--- src/rtl/fetch_unit.sv ---
`default_nettype none
// ============================================================================
// Module   : fetch_unit
// Brief    : Dual-issue instruction fetch stage with stall, redirect and
//            end-of-program (all-zero word) detection.
// Revision : 1.0 - initial release
// ============================================================================
module fetch_unit #(
    parameter int              PC_W     = 8,
    parameter logic [PC_W-1:0] RESET_PC = '0,
    parameter logic [31:0]     NOP      = 32'h0000_0013
) (
    input  logic            clk,
    input  logic            rst,
    input  logic            stall,
    input  logic            redirect,
    input  logic [PC_W-1:0] redirect_pc,
    output logic [PC_W-1:0] imem_addr1,
    output logic [PC_W-1:0] imem_addr2,
    input  logic [31:0]     imem_data1,
    input  logic [31:0]     imem_data2,
    output logic [PC_W-1:0] PC1,
    output logic [PC_W-1:0] PC2,
    output logic [31:0]     instr1,
    output logic [31:0]     instr2,
    output logic            start,
    output logic            done,
    output logic [7:0]      pairs_fetched
);

    localparam logic [PC_W-1:0] c_four  = PC_W'(4);
    localparam logic [PC_W-1:0] c_eight = PC_W'(8);
    localparam logic [7:0]      c_cnt_max = 8'hFF;

    typedef enum logic [0:0] {
        ST_FETCH = 1'b0,
        ST_DONE  = 1'b1
    } state_t;

    state_t          r_state, w_state_nxt;
    logic [PC_W-1:0] r_pc, w_pc_nxt;
    logic [PC_W-1:0] r_pc1, w_pc1_nxt;
    logic [PC_W-1:0] r_pc2, w_pc2_nxt;
    logic [31:0]     r_instr1, w_instr1_nxt;
    logic [31:0]     r_instr2, w_instr2_nxt;
    logic            r_start, w_start_nxt;
    logic            r_done, w_done_nxt;
    logic [7:0]      r_cnt, w_cnt_nxt;
    logic [PC_W-1:0] w_pc_plus4;

    // Addresses come only from the PC register, never from stall/redirect.
    assign w_pc_plus4 = r_pc + c_four;
    assign imem_addr1 = r_pc;
    assign imem_addr2 = w_pc_plus4;

    always_comb begin
        w_state_nxt  = r_state;
        w_pc_nxt     = r_pc;
        w_pc1_nxt    = r_pc1;
        w_pc2_nxt    = r_pc2;
        w_instr1_nxt = r_instr1;
        w_instr2_nxt = r_instr2;
        w_start_nxt  = r_start;
        w_done_nxt   = r_done;
        w_cnt_nxt    = r_cnt;

        if (redirect) begin
            w_pc_nxt    = {redirect_pc[PC_W-1:2], 2'b00};
            w_start_nxt = 1'b0;
            w_done_nxt  = 1'b0;
            w_state_nxt = ST_FETCH;
        end else if (!stall) begin
            case (r_state)
                ST_FETCH: begin
                    if (imem_data1 != 32'h0) begin
                        w_pc1_nxt    = r_pc;
                        w_pc2_nxt    = w_pc_plus4;
                        w_instr1_nxt = imem_data1;
                        w_start_nxt  = 1'b1;
                        if (r_cnt != c_cnt_max) begin
                            w_cnt_nxt = r_cnt + 8'd1;
                        end
                        if (imem_data2 != 32'h0) begin
                            w_instr2_nxt = imem_data2;
                            w_pc_nxt     = r_pc + c_eight;
                        end else begin
                            // Terminator in slot 2: issue slot 1 padded with NOP.
                            w_instr2_nxt = NOP;
                            w_state_nxt  = ST_DONE;
                            w_done_nxt   = 1'b1;
                        end
                    end else begin
                        w_start_nxt = 1'b0;
                        w_state_nxt = ST_DONE;
                        w_done_nxt  = 1'b1;
                    end
                end
                ST_DONE: begin
                    w_start_nxt = 1'b0;
                    w_done_nxt  = 1'b1;
                end
                default: begin
                    w_state_nxt = ST_FETCH;
                end
            endcase
        end
    end

    always_ff @(posedge clk) begin
        if (rst) begin
            r_state  <= ST_FETCH;
            r_pc     <= RESET_PC;
            r_pc1    <= '0;
            r_pc2    <= '0;
            r_instr1 <= '0;
            r_instr2 <= '0;
            r_start  <= 1'b0;
            r_done   <= 1'b0;
            r_cnt    <= '0;
        end else begin
            r_state  <= w_state_nxt;
            r_pc     <= w_pc_nxt;
            r_pc1    <= w_pc1_nxt;
            r_pc2    <= w_pc2_nxt;
            r_instr1 <= w_instr1_nxt;
            r_instr2 <= w_instr2_nxt;
            r_start  <= w_start_nxt;
            r_done   <= w_done_nxt;
            r_cnt    <= w_cnt_nxt;
        end
    end

    assign PC1           = r_pc1;
    assign PC2           = r_pc2;
    assign instr1        = r_instr1;
    assign instr2        = r_instr2;
    assign start         = r_start;
    assign done          = r_done;
    assign pairs_fetched = r_cnt;

endmodule
`default_nettype wire

--- config.mk ---
export PLATFORM = sky130hd
export DESIGN_NAME = fetch_unit
export DESIGN_NICKNAME = d
export VERILOG_FILES = /design/src/rtl/fetch_unit.sv
export SDC_FILE = /design/constraint.sdc
export NUM_CORES = 1
export LEC_CHECK = 0
export BUFFER_PORTS_ARGS = -buffer_cell sky130_fd_sc_hd__buf_2
export CORE_MARGIN = 2
export CORE_UTILIZATION = 50
export DETAILED_ROUTE_END_ITERATION = 12
export PLACE_DENSITY = 0.86
export SETUP_SLACK_MARGIN = 0.02
export SYNTH_ARGS = -nofsm -noshare
export SYNTH_HDL_FRONTEND = slang
export SYNTH_SLANG_ARGS = --single-unit
export TNS_END_PERCENT = 100
--- constraint.sdc ---
create_clock -name clk -period 3.8 [get_ports clk]
set_input_delay 0.38 -clock clk [delete_from_list [all_inputs] [get_ports clk]]
set_output_delay 0.38 -clock clk [all_outputs]
set_load 0.01 [all_outputs]
==> results.env, run 1 <==
ASYNC_FLOP_SHARE_PCT=0
HPWL_AFTER_DETAILED_PLACEMENT_UM=7230
LARGEST_NET_DEGREE_AT_THE_START_OF_GLOBAL_ROUTING=62
MAX-SLEW-MARGIN-REL_PCT=33.4
SEQ_AREA_FRAC_SYNTH_PCT=49.2
ANTENNA_FOUND_INITIAL=0
POWER.STATIC_LEAKAGE_nW=2.16
N_ANTENNA_CELL=0
FINAL-SETUP-VIOL-COUNT=0
R2R_SETUP_SLACK_PS=1730
STARTPOINT_TYPE='primary input'
POWER.IR.VDD_WORST_mV=0.254
SYNTH-WARNING-COUNT=0
CHIP_WIDTH_UM=91.0
BIGGEST_CELL_DELAY_ALONG_THE_CRITICAL_PATH_PS=730
N_FILL_CELL=673
YOSYSUNIQUECELLTYPES=42
GP_CONGESTION=0.859
MAPPEDNETLISTAREA_UM2=3790
SYNTH_CELLS=468
CTSROOTBUFFERMASTER='sky130_fd_sc_hd__clkbuf_8'
CRIT_CHAIN='buf_2 -> nor4_1 -> nand4_1 -> o21ai_2 -> or3_1 -> o221a_2'
YS_FF_LATCH=93
PORT-BUFFER-COUNT=171
FINISH.NET_COUNT=696
MAX_SLEW_VIOLATIONS=0
CLOCK_INSERTION_DELAY_WORST_SKEW_PS=340
TIMING_WORST_SLEW_PIN_VALUE_PS=999
CTS.REPORTEDPATHS.CLKPINSLEW_PS=90
GLOBAL_ROUTE.OVERFLOW_TOTAL=0
DETAIL_ROUTE.WIRELENGTH_UM=10000
RSZ0062_AT_GRT='false'
FIRST_PASS_ITERS=4
PERIOD_SHARE_PCT=65.4
FP.DIEAREA_UM2=8280
CRITPATHLAUNCH='imem_data1[23]'
FINALHOLDVIOLCOUNT=0
R2R-END='pairs_fetched[6]'
AREA_GROWTH_PCT=26.5
GROUTE.USAGE.OVERALL_PCT=23.1
VIA_PER_INST=5.32
FINISH.UTILIZATION_PCT=65.7
POSTCTSSETUPBUFFERS=0
DRIVE_GT1_SHARE_PCT=32.0
SYNTHFLOPTYPE='sky130_fd_sc_hd__dfxtp_1'
NUMCTSBUFFERS=9
FINISHED_LAYOUT_CELL_AREA_UM2=4790
CRITICAL_PATH.MAX_FANOUT=30
SYN-MEAN-INSTANCE-AREA_UM2=8.09
STD_CELL_ROWS=31
VIAS=3831
LAYOUT.CELLS.MOST_COMMON='sky130_fd_sc_hd__buf_2'
CORE_UM2=7290
R2R_CELLS=4
CTS_MAX_LEVEL=3
POWER-PER-CELL-AREA_nW_PER_UM2=408
MAXIMUM_ROOT_TO_SINK_BUFFER_COUNT=2
WORST-SETUP-PATH-TYPE='in2reg'
GRT_PASS1_WL_UM=15800
POSTCTSHOLDBUFS=0
INITIAL_CORE_UTILIZATION_PCT=51.9
RUN_STATUS='complete, no violations'
LAYOUT.CELLS.MOST_COMMON_LIST='sky130_fd_sc_hd__buf_2, sky130_fd_sc_hd__nand2_1, sky130_fd_sc_hd__dfxtp_1, sky130_fd_sc_hd__a21oi_1'
P_TOTAL_mW=1.96
IO_PINS=182
ENDPOINT='instr2[1]'
TIMING.RR.START='r_state'
AREA_OF_THE_MULTI_INPUT_GATES_UM2=1690
DRTANTENNAVIOLNETS=0
FP.DIEH_UM=91.0
SKEW_PS=8.27
VIAS_IN_THE_FIRST_GLOBAL_ROUTE=3381
TRITONCTS='built'
WORST_PATH_SLOWEST_CELL='sky130_fd_sc_hd__or3_1'
HOLD_PATH_CLASS='in2reg'
POST_CTS_RESIZED=0
DPL_CELL_AREA_UM2=4590
CLOCK.FMAX_MHz=402
DRT_DRC_VIOLATIONS_LEFT=0
MAX_CAP_VIOL_COUNT=0
DRT-WIRELENGTH-PER-CELL_UM=13.9
HOLD_START='imem_data1[20]'
CP-END-KIND='flop'
NUMBER_OF_ENABLE_FLIP_FLOP_CELLS_AFTER_SYNTHESIS=0
WORST_EP_REQUIRED_TIME_PS=4080
DETAIL_ROUTE.ITER0.VIOLATIONS=202
LAYOUT.AREA.SEQ_UM2=1860
SETUP-TNS-FINAL_PS=0
CRIT_ARRIVAL_PS=2770
PERIOD_MINUS_SLACK_PS=2490
CTS.SINKS=93
sequential cells by signal (all words and copies together) (netlist names):
name	cells
PC1	6
PC2	6
pairs_fetched	8
instr1	32
instr2	32
done	1
start	1
r_state	1
imem_addr1	6
Yosys cell counts, types with 2 or more instances:
cell type	instances	area (um^2)
sky130_fd_sc_hd__ha_1	3	37.5
sky130_fd_sc_hd__xnor2_1	3	26.3
sky130_fd_sc_hd__o221a_2	2	22.5
sky130_fd_sc_hd__nand3_1	32	160
sky130_fd_sc_hd__o21bai_1	2	15.0
sky130_fd_sc_hd__or4_1	6	45.0
sky130_fd_sc_hd__buf_4	16	120
sky130_fd_sc_hd__buf_2	5	25.0
sky130_fd_sc_hd__a311oi_1	5	43.8
sky130_fd_sc_hd__nor2_1	19	71.3
sky130_fd_sc_hd__nor3_1	5	25.0
sky130_fd_sc_hd__inv_1	8	30.0
sky130_fd_sc_hd__mux2i_1	2	20.0
sky130_fd_sc_hd__and3_1	2	12.5
sky130_fd_sc_hd__a21oi_1	48	240
sky130_fd_sc_hd__nor4_1	16	100
sky130_fd_sc_hd__nand2_1	114	428
sky130_fd_sc_hd__o21ai_0	32	160
sky130_fd_sc_hd__nand4_1	5	31.3
sky130_fd_sc_hd__or3_1	3	18.8
sky130_fd_sc_hd__dfxtp_1	93	1860
sky130_fd_sc_hd__clkbuf_1	20	75.1
sky130_fd_sc_hd__o31ai_1	6	45.0
sky130_fd_sc_hd__clkbuf_2	2	10.0
sky130_fd_sc_hd__o21ai_1	2	10.0
stage by stage:
step | hold WS, ps | setup slack, ps | instances
finish | 279 | 1310 | 720
global route | 259 | 1060 | 720
CTS | 261 | 1310 | 720
detailed placement | 443 | 962 | 705
global placement | 439 | 1040 | 705
floorplan | 453 | 2120 | 475
critical path: cells and delay by family:
kind / cells / cell delay, ps
buffers and inverters: 1 / 110
and+or+nand+nor: 3 / 1430
AOI/OAI and AO/OA: 2 / 850
per-layer routing:
metal	vias up	GRT usage, %	part of all wire (%)
met4	0	8.71	1.8
met1	1800	28.9	42
met2	113	39.3	52
met3	16	4.48	4.9
met5	-	0	0
li1	1902	-	-
layout make-up:
class / count / area share, %
clock buffer: 10 / 2.87
clock inverter: 5 / 1.25
inverter: 9 / 0.705
multi-input combinational: 329 / 35.2
sequential: 93 / 38.9
tap: 99 / 2.59
timing repair buffer: 175 / 18.5
where the power goes:
group / internal, mW / switching, mW
combinational: 0.101 / 0.152
sequential: 1.02 / 0.0288
clock: 0.321 / 0.335
total: 1.44 / 0.516
kinds of logic after synthesis:
| group | Yosys count | share of synthesized area, % |
|---|---|---|
| AOI/OAI and AO/OA | 107 | 16.8 |
| xor gates and xnor gates | 4 | 0.925 |
| adders and majority gates | 3 | 0.992 |
| and+or+nand+nor | 205 | 24.2 |
| other | 1 | 0.0990 |
| muxes | 2 | 0.529 |
| DFF | 93 | 49.2 |
| buffers and inverters | 53 | 7.27 |
how the worst min path moves through the flow:
stage / depth (start not counted) / slack [ps] / end
after CTS: 3 / 260 / instr1[0]
final: 3 / 280 / instr1[20]
after global placement: 2 / 440 / instr1[26]
after global routing: 3 / 260 / instr1[23]
after floorplan: 1 / 450 / done
after detailed placement: 2 / 440 / PC1[2]
Note: power is estimated with default switching activity, not from simulation.
==> run 2, diff against run 1 <==
CORE_UTILIZATION = 42   (was 50)
PLACE_DENSITY = 0.77   (was 0.86)
clock period = 2.1 ns   (was 3.8 ns; I/O delays follow)
==> run 2 against run 1 <==
Compared with the run above:
- flip-flop and latch count did not move
- global-route usage down 2.3 points
- setup slack worse by 1100 ps
- via count shrank 1.1%
- clock-buffer cell count is 1 higher
- critical path type is now reg2out
- critical endpoint is now imem_addr2[7]
==> results.env, run 2 (same netlist as run 1, synthesis figures left out) <==
RUN_STATUS='complete, no violations'
FP.DIEH_UM=98.9
AREA_GROWTH_PCT=29.4
STARTPOINT_TYPE='flop'
CLOCK.FMAX_MHz=538
CP-END-KIND='output port'
DRT-WIRELENGTH-PER-CELL_UM=14.2
N_FILL_CELL=829
POWER.IR.VDD_WORST_mV=0.410
POWER-PER-CELL-AREA_nW_PER_UM2=715
CTS_MAX_LEVEL=3
FIRST_PASS_ITERS=4
DETAIL_ROUTE.WIRELENGTH_UM=10500
POSTCTSHOLDBUFS=0
FINISH.NET_COUNT=704
PORT-BUFFER-COUNT=171
CRIT_ARRIVAL_PS=1650
HPWL_AFTER_DETAILED_PLACEMENT_UM=7710
MAX-SLEW-MARGIN-REL_PCT=64.2
VIAS=3787
LAYOUT.CELLS.MOST_COMMON_LIST='sky130_fd_sc_hd__buf_2, sky130_fd_sc_hd__nand2_1, sky130_fd_sc_hd__dfxtp_1, sky130_fd_sc_hd__a21oi_1'
PERIOD_MINUS_SLACK_PS=1860
STD_CELL_ROWS=34
LAYOUT.CELLS.MOST_COMMON='sky130_fd_sc_hd__buf_2'
WORST_EP_REQUIRED_TIME_PS=1890
FINAL-SETUP-VIOL-COUNT=0
MAX_SLEW_VIOLATIONS=0
CTS.REPORTEDPATHS.CLKPINSLEW_PS=100
BIGGEST_CELL_DELAY_ALONG_THE_CRITICAL_PATH_PS=530
ENDPOINT='imem_addr2[7]'
FINISHED_LAYOUT_CELL_AREA_UM2=4900
TRITONCTS='built'
MAXIMUM_ROOT_TO_SINK_BUFFER_COUNT=2
POSTCTSSETUPBUFFERS=0
CRITPATHLAUNCH='imem_addr1[5]'
DRIVE_GT1_SHARE_PCT=33.0
INITIAL_CORE_UTILIZATION_PCT=43.4
R2R-END='PC2[5]'
WORST_PATH_SLOWEST_CELL='sky130_fd_sc_hd__dfxtp_1'
R2R_CELLS=5
CHIP_WIDTH_UM=98.9
CTS.SINKS=93
CRIT_CHAIN='nand4_1 -> xnor2_1 -> buf_2'
WORST-SETUP-PATH-TYPE='reg2out'
R2R_SETUP_SLACK_PS=390
SKEW_PS=10.7
FP.DIEAREA_UM2=9790
FINALHOLDVIOLCOUNT=0
LARGEST_NET_DEGREE_AT_THE_START_OF_GLOBAL_ROUTING=61
P_TOTAL_mW=3.50
POST_CTS_RESIZED=0
GRT_PASS1_WL_UM=16600
GROUTE.USAGE.OVERALL_PCT=20.7
VIA_PER_INST=5.13
CLOCK_INSERTION_DELAY_WORST_SKEW_PS=350
DRTANTENNAVIOLNETS=0
TIMING.RR.START='r_state'
DETAIL_ROUTE.ITER0.VIOLATIONS=144
IO_PINS=182
RSZ0062_AT_GRT='false'
GLOBAL_ROUTE.OVERFLOW_TOTAL=0
PERIOD_SHARE_PCT=88.6
CTSROOTBUFFERMASTER='sky130_fd_sc_hd__clkbuf_8'
ANTENNA_FOUND_INITIAL=0
NUMCTSBUFFERS=9
CRITICAL_PATH.MAX_FANOUT=9
POWER.STATIC_LEAKAGE_nW=2.21
N_ANTENNA_CELL=0
TIMING_WORST_SLEW_PIN_VALUE_PS=536
GP_CONGESTION=0.883
MAX_CAP_VIOL_COUNT=0
MINIMUM_HOLD_SLACK_PS=99.9
CORE_UM2=8720
HOLD_PATH_CLASS='in2reg'
DRT_DRC_VIOLATIONS_LEFT=0
SETUP-TNS-FINAL_PS=0
VIAS_IN_THE_FIRST_GLOBAL_ROUTE=3425
DPL_CELL_AREA_UM2=4710
==> run 2: layout make-up <==
| cell class | instances | area [um^2] | share of cell area, % |
|---|---|---|---|
| Clock buffer | 11 | 151 | 3.09 |
| Timing Repair Buffer | 183 | 996 | 20.3 |
| Clock inverter | 5 | 35.0 | 0.715 |
| Sequential cell | 93 | 1860 | 38.0 |
| Inverter | 9 | 33.8 | 0.689 |
| Tap cell | 108 | 135 | 2.76 |
| Multi-Input combinational cell | 329 | 1690 | 34.4 |
==> run 2: metal layers <==
layer	up-vias	track usage (%)	part of all wire (%)
met2	97	35.7	52
met1	1749	25.5	42
met4	0	8.75	1.9
met3	18	3.55	4.4
li1	1923	-	-
met5	-	0	0
==> run 2: critical path: cells and delay by family (launching register included) <==
family	cells	cell delay, ps
and+or+nand+nor	1	180
buffers and inverters	1	210
xor gates and xnor gates	1	380
DFF	1	530
==> run 2: how the worst min path moves through the flow <==
stage	start	to	slack (ps)	depth (start not counted)
finish	imem_data1[10]	instr1[10]	100	3
global route	imem_data1[8]	instr1[8]	90	3
detailed placement	PC1[5]	PC1[5]	440	2
global placement	instr1[11]	instr1[11]	440	2
CTS	imem_data1[21]	instr1[21]	80	3
floorplan	redirect	done	280	1
==> run 2: power breakdown <==
| group | total (mW) | switching, mW | internal [mW] |
|---|---|---|---|
| Sequential | 1.89 | 0.0480 | 1.84 |
| Clock | 1.13 | 0.631 | 0.496 |
| Combinational | 0.485 | 0.284 | 0.201 |
==> run 2: metrics by stage <==
step | instances | util (%) | setup slack, ps
global placement | 722 | 54.1 | 128
detailed placement | 722 | 54.1 | 60.0
global route | 738 | 56.2 | 137
floorplan | 475 | - | 502
finish | 738 | 56.2 | 240
CTS | 738 | 56.2 | 236
==> run 3, diff against run 2 <==
CELL_PAD_IN_SITES_DETAIL_PLACEMENT = 0   (was not set)
CELL_PAD_IN_SITES_GLOBAL_PLACEMENT = 2   (was not set)
CORE_UTILIZATION = 22   (was 42)
PLACE_DENSITY = not set   (was 0.77)
PLACE_DENSITY_LB_ADDON = 0.1   (was not set)
==> run 3 against run 2 <==
Compared with the run above:
- setup slack improved by 28 ps
- clock power up 36%
- final cell count is 15% higher
- critical path depth increased by 1
- clock skew fell by 5.5 ps
- register-to-register slack worse by 40 ps
- wire length increased by 21%
- clock-buffer cell count is 1 higher
- utilization shrank 25 points
- via count increased by 1.7%
- highest routed layer unchanged
==> results.env, run 3 (same netlist as run 1, synthesis figures left out) <==
N_FILL_CELL=1881
WORST_PATH_SLOWEST_CELL='sky130_fd_sc_hd__dfxtp_1'
MAX_CAP_VIOL_COUNT=0
INITIAL_CORE_UTILIZATION_PCT=22.7
GRT_UTIL_MET1_PCT=16.5
CTS.REPORTEDPATHS.CLKPINSLEW_PS=70
CRIT_CHAIN='ha_1 -> nand4_1 -> xnor2_1 -> buf_2'
POWER-PER-CELL-AREA_nW_PER_UM2=763
FINISH.NET_COUNT=707
VIAS_IN_THE_FIRST_GLOBAL_ROUTE=3546
LAYOUT.CELLS.MOST_COMMON='sky130_fd_sc_hd__buf_2'
CTSROOTBUFFERMASTER='sky130_fd_sc_hd__clkbuf_16'
STARTPOINT_TYPE='flop'
WORST-SETUP-PATH-TYPE='reg2out'
IO_PINS=182
CORE_UM2=16700
GLOBAL_ROUTE.OVERFLOW_TOTAL=0
N_ANTENNA_CELL=0
VIAS=3851
SKEW_PS=5.26
FP.DIEAREA_UM2=18300
GROUTE.USAGE.OVERALL_PCT=13.6
GP_CONGESTION=0.750
POST_CTS_RESIZED=0
STD_CELL_ROWS=47
DETAIL_ROUTE.WIRELENGTH_UM=12700
RUN_STATUS='complete, no violations'
PERIOD_SHARE_PCT=87.2
POSTCTSHOLDBUFS=0
DETAIL_ROUTE.ITER0.VIOLATIONS=141
VIA_PER_INST=4.53
CLOCK.FMAX_MHz=546
DRTANTENNAVIOLNETS=0
CRIT_FAMILY='flip-flops'
CHIP_WIDTH_UM=135
CTS.SINKS=93
CP-END-KIND='output port'
GR-MAX-USAGE-LAYER='met2'
PORT-BUFFER-COUNT=171
SETUP-TNS-FINAL_PS=0
FIRST_PASS_ITERS=5
PERIOD_MINUS_SLACK_PS=1830
FINISHED_LAYOUT_CELL_AREA_UM2=5160
DPL_CELL_AREA_UM2=4890
GLOBAL_ROUTE.USAGE.MET3_PCT=4.94
AREA_GROWTH_PCT=36.2
POSTCTSSETUPBUFFERS=0
MAXIMUM_ROOT_TO_SINK_BUFFER_COUNT=2
CLOCK_INSERTION_DELAY_WORST_SKEW_PS=350
FINALHOLDVIOLCOUNT=0
CP_NUM_BUF_INV=1
RSZ0062_AT_GRT='false'
POWER.IR.VDD_WORST_mV=0.512
TIMING_WORST_SLEW_PIN_VALUE_PS=719
HPWL_AFTER_DETAILED_PLACEMENT_UM=8990
ANTENNA_FOUND_INITIAL=0
P_TOTAL_mW=3.94
DRT-WIRELENGTH-PER-CELL_UM=14.9
FINISH.UTILIZATION_PCT=30.9
MAX-SLEW-MARGIN-REL_PCT=52.1
DRT_DRC_VIOLATIONS_LEFT=0
NUMCTSBUFFERS=9
MAX_SLEW_VIOLATIONS=0
CRITICAL_PATH.MAX_FANOUT=7
BIGGEST_CELL_DELAY_ALONG_THE_CRITICAL_PATH_PS=470
CRIT_ARRIVAL_PS=1620
DRIVE_GT1_SHARE_PCT=33.0
GLOBAL_ROUTE.USAGE.MET2_PCT=23.1
FP.DIEH_UM=135
LAYOUT.CELLS.MOST_COMMON_LIST='sky130_fd_sc_hd__buf_2, sky130_fd_sc_hd__nand2_1, sky130_fd_sc_hd__dfxtp_1, sky130_fd_sc_hd__a21oi_1'
WORST_EP_REQUIRED_TIME_PS=1890
FINAL-SETUP-VIOL-COUNT=0
GRT_PASS1_WL_UM=19100
POWER.STATIC_LEAKAGE_nW=2.27
LARGEST_NET_DEGREE_AT_THE_START_OF_GLOBAL_ROUTING=62
TRITONCTS='built'
CTS_MAX_LEVEL=3
HOLD_PATH_CLASS='in2reg'
run 3: tightest hold or removal path: cells and delay by family:
family / cells / cell delay, ps
AND/OR/NAND/NOR: 1 / 50
AO/OA/AOI/OAI: 1 / 50
buffers and inverters: 1 / 100
run 3: final cells by class:
cell class | count | area, um^2 | share of cell area (%)
inverters | 9 | 33.8 | 0.655
repair buffers | 186 | 1030 | 20.0
clock inverters | 2 | 10.0 | 0.194
clock buffers | 12 | 256 | 4.97
well taps | 220 | 275 | 5.34
flip-flops and latches | 93 | 1860 | 36.1
multi-input cells | 329 | 1690 | 32.7
run 3: final timing paths:
path	start	depth (start not counted)	slack, ps	endpoint
setup / recovery	imem_addr1[3]	4	270	imem_addr2[7]
hold / removal	imem_data1[3]	3	110	instr1[3]
setup reg to reg	imem_addr1[3]	4	350	imem_addr1[7]
hold reg to reg	instr1[3]	2	450	instr1[3]
run 3: layer usage:
layer,vias up,wire [um]
li1,1923,-
met3,12,853
met5,-,0
met1,1803,5460
met2,113,6190
met4,0,159
run 3: report_power, final:
| group | internal [mW] | leakage, nW | switching [mW] | total [mW] |
|---|---|---|---|---|
| combinational | 0.205 | 1.38 | 0.295 | 0.500 |
| sequential | 1.85 | 0.760 | 0.0524 | 1.90 |
| clock | 0.852 | 0.134 | 0.687 | 1.54 |
| total | 2.90 | 2.27 | 1.03 | 3.94 |
run 3: metrics by stage:
step                hold slack, ps  setup WS, ps  cells
floorplan                      283           502    475
global placement               440          44.5    837
detailed placement             446          52.9    837
CTS                           92.5           212    851
global route                  96.6           120    851
finish                         107           269    851
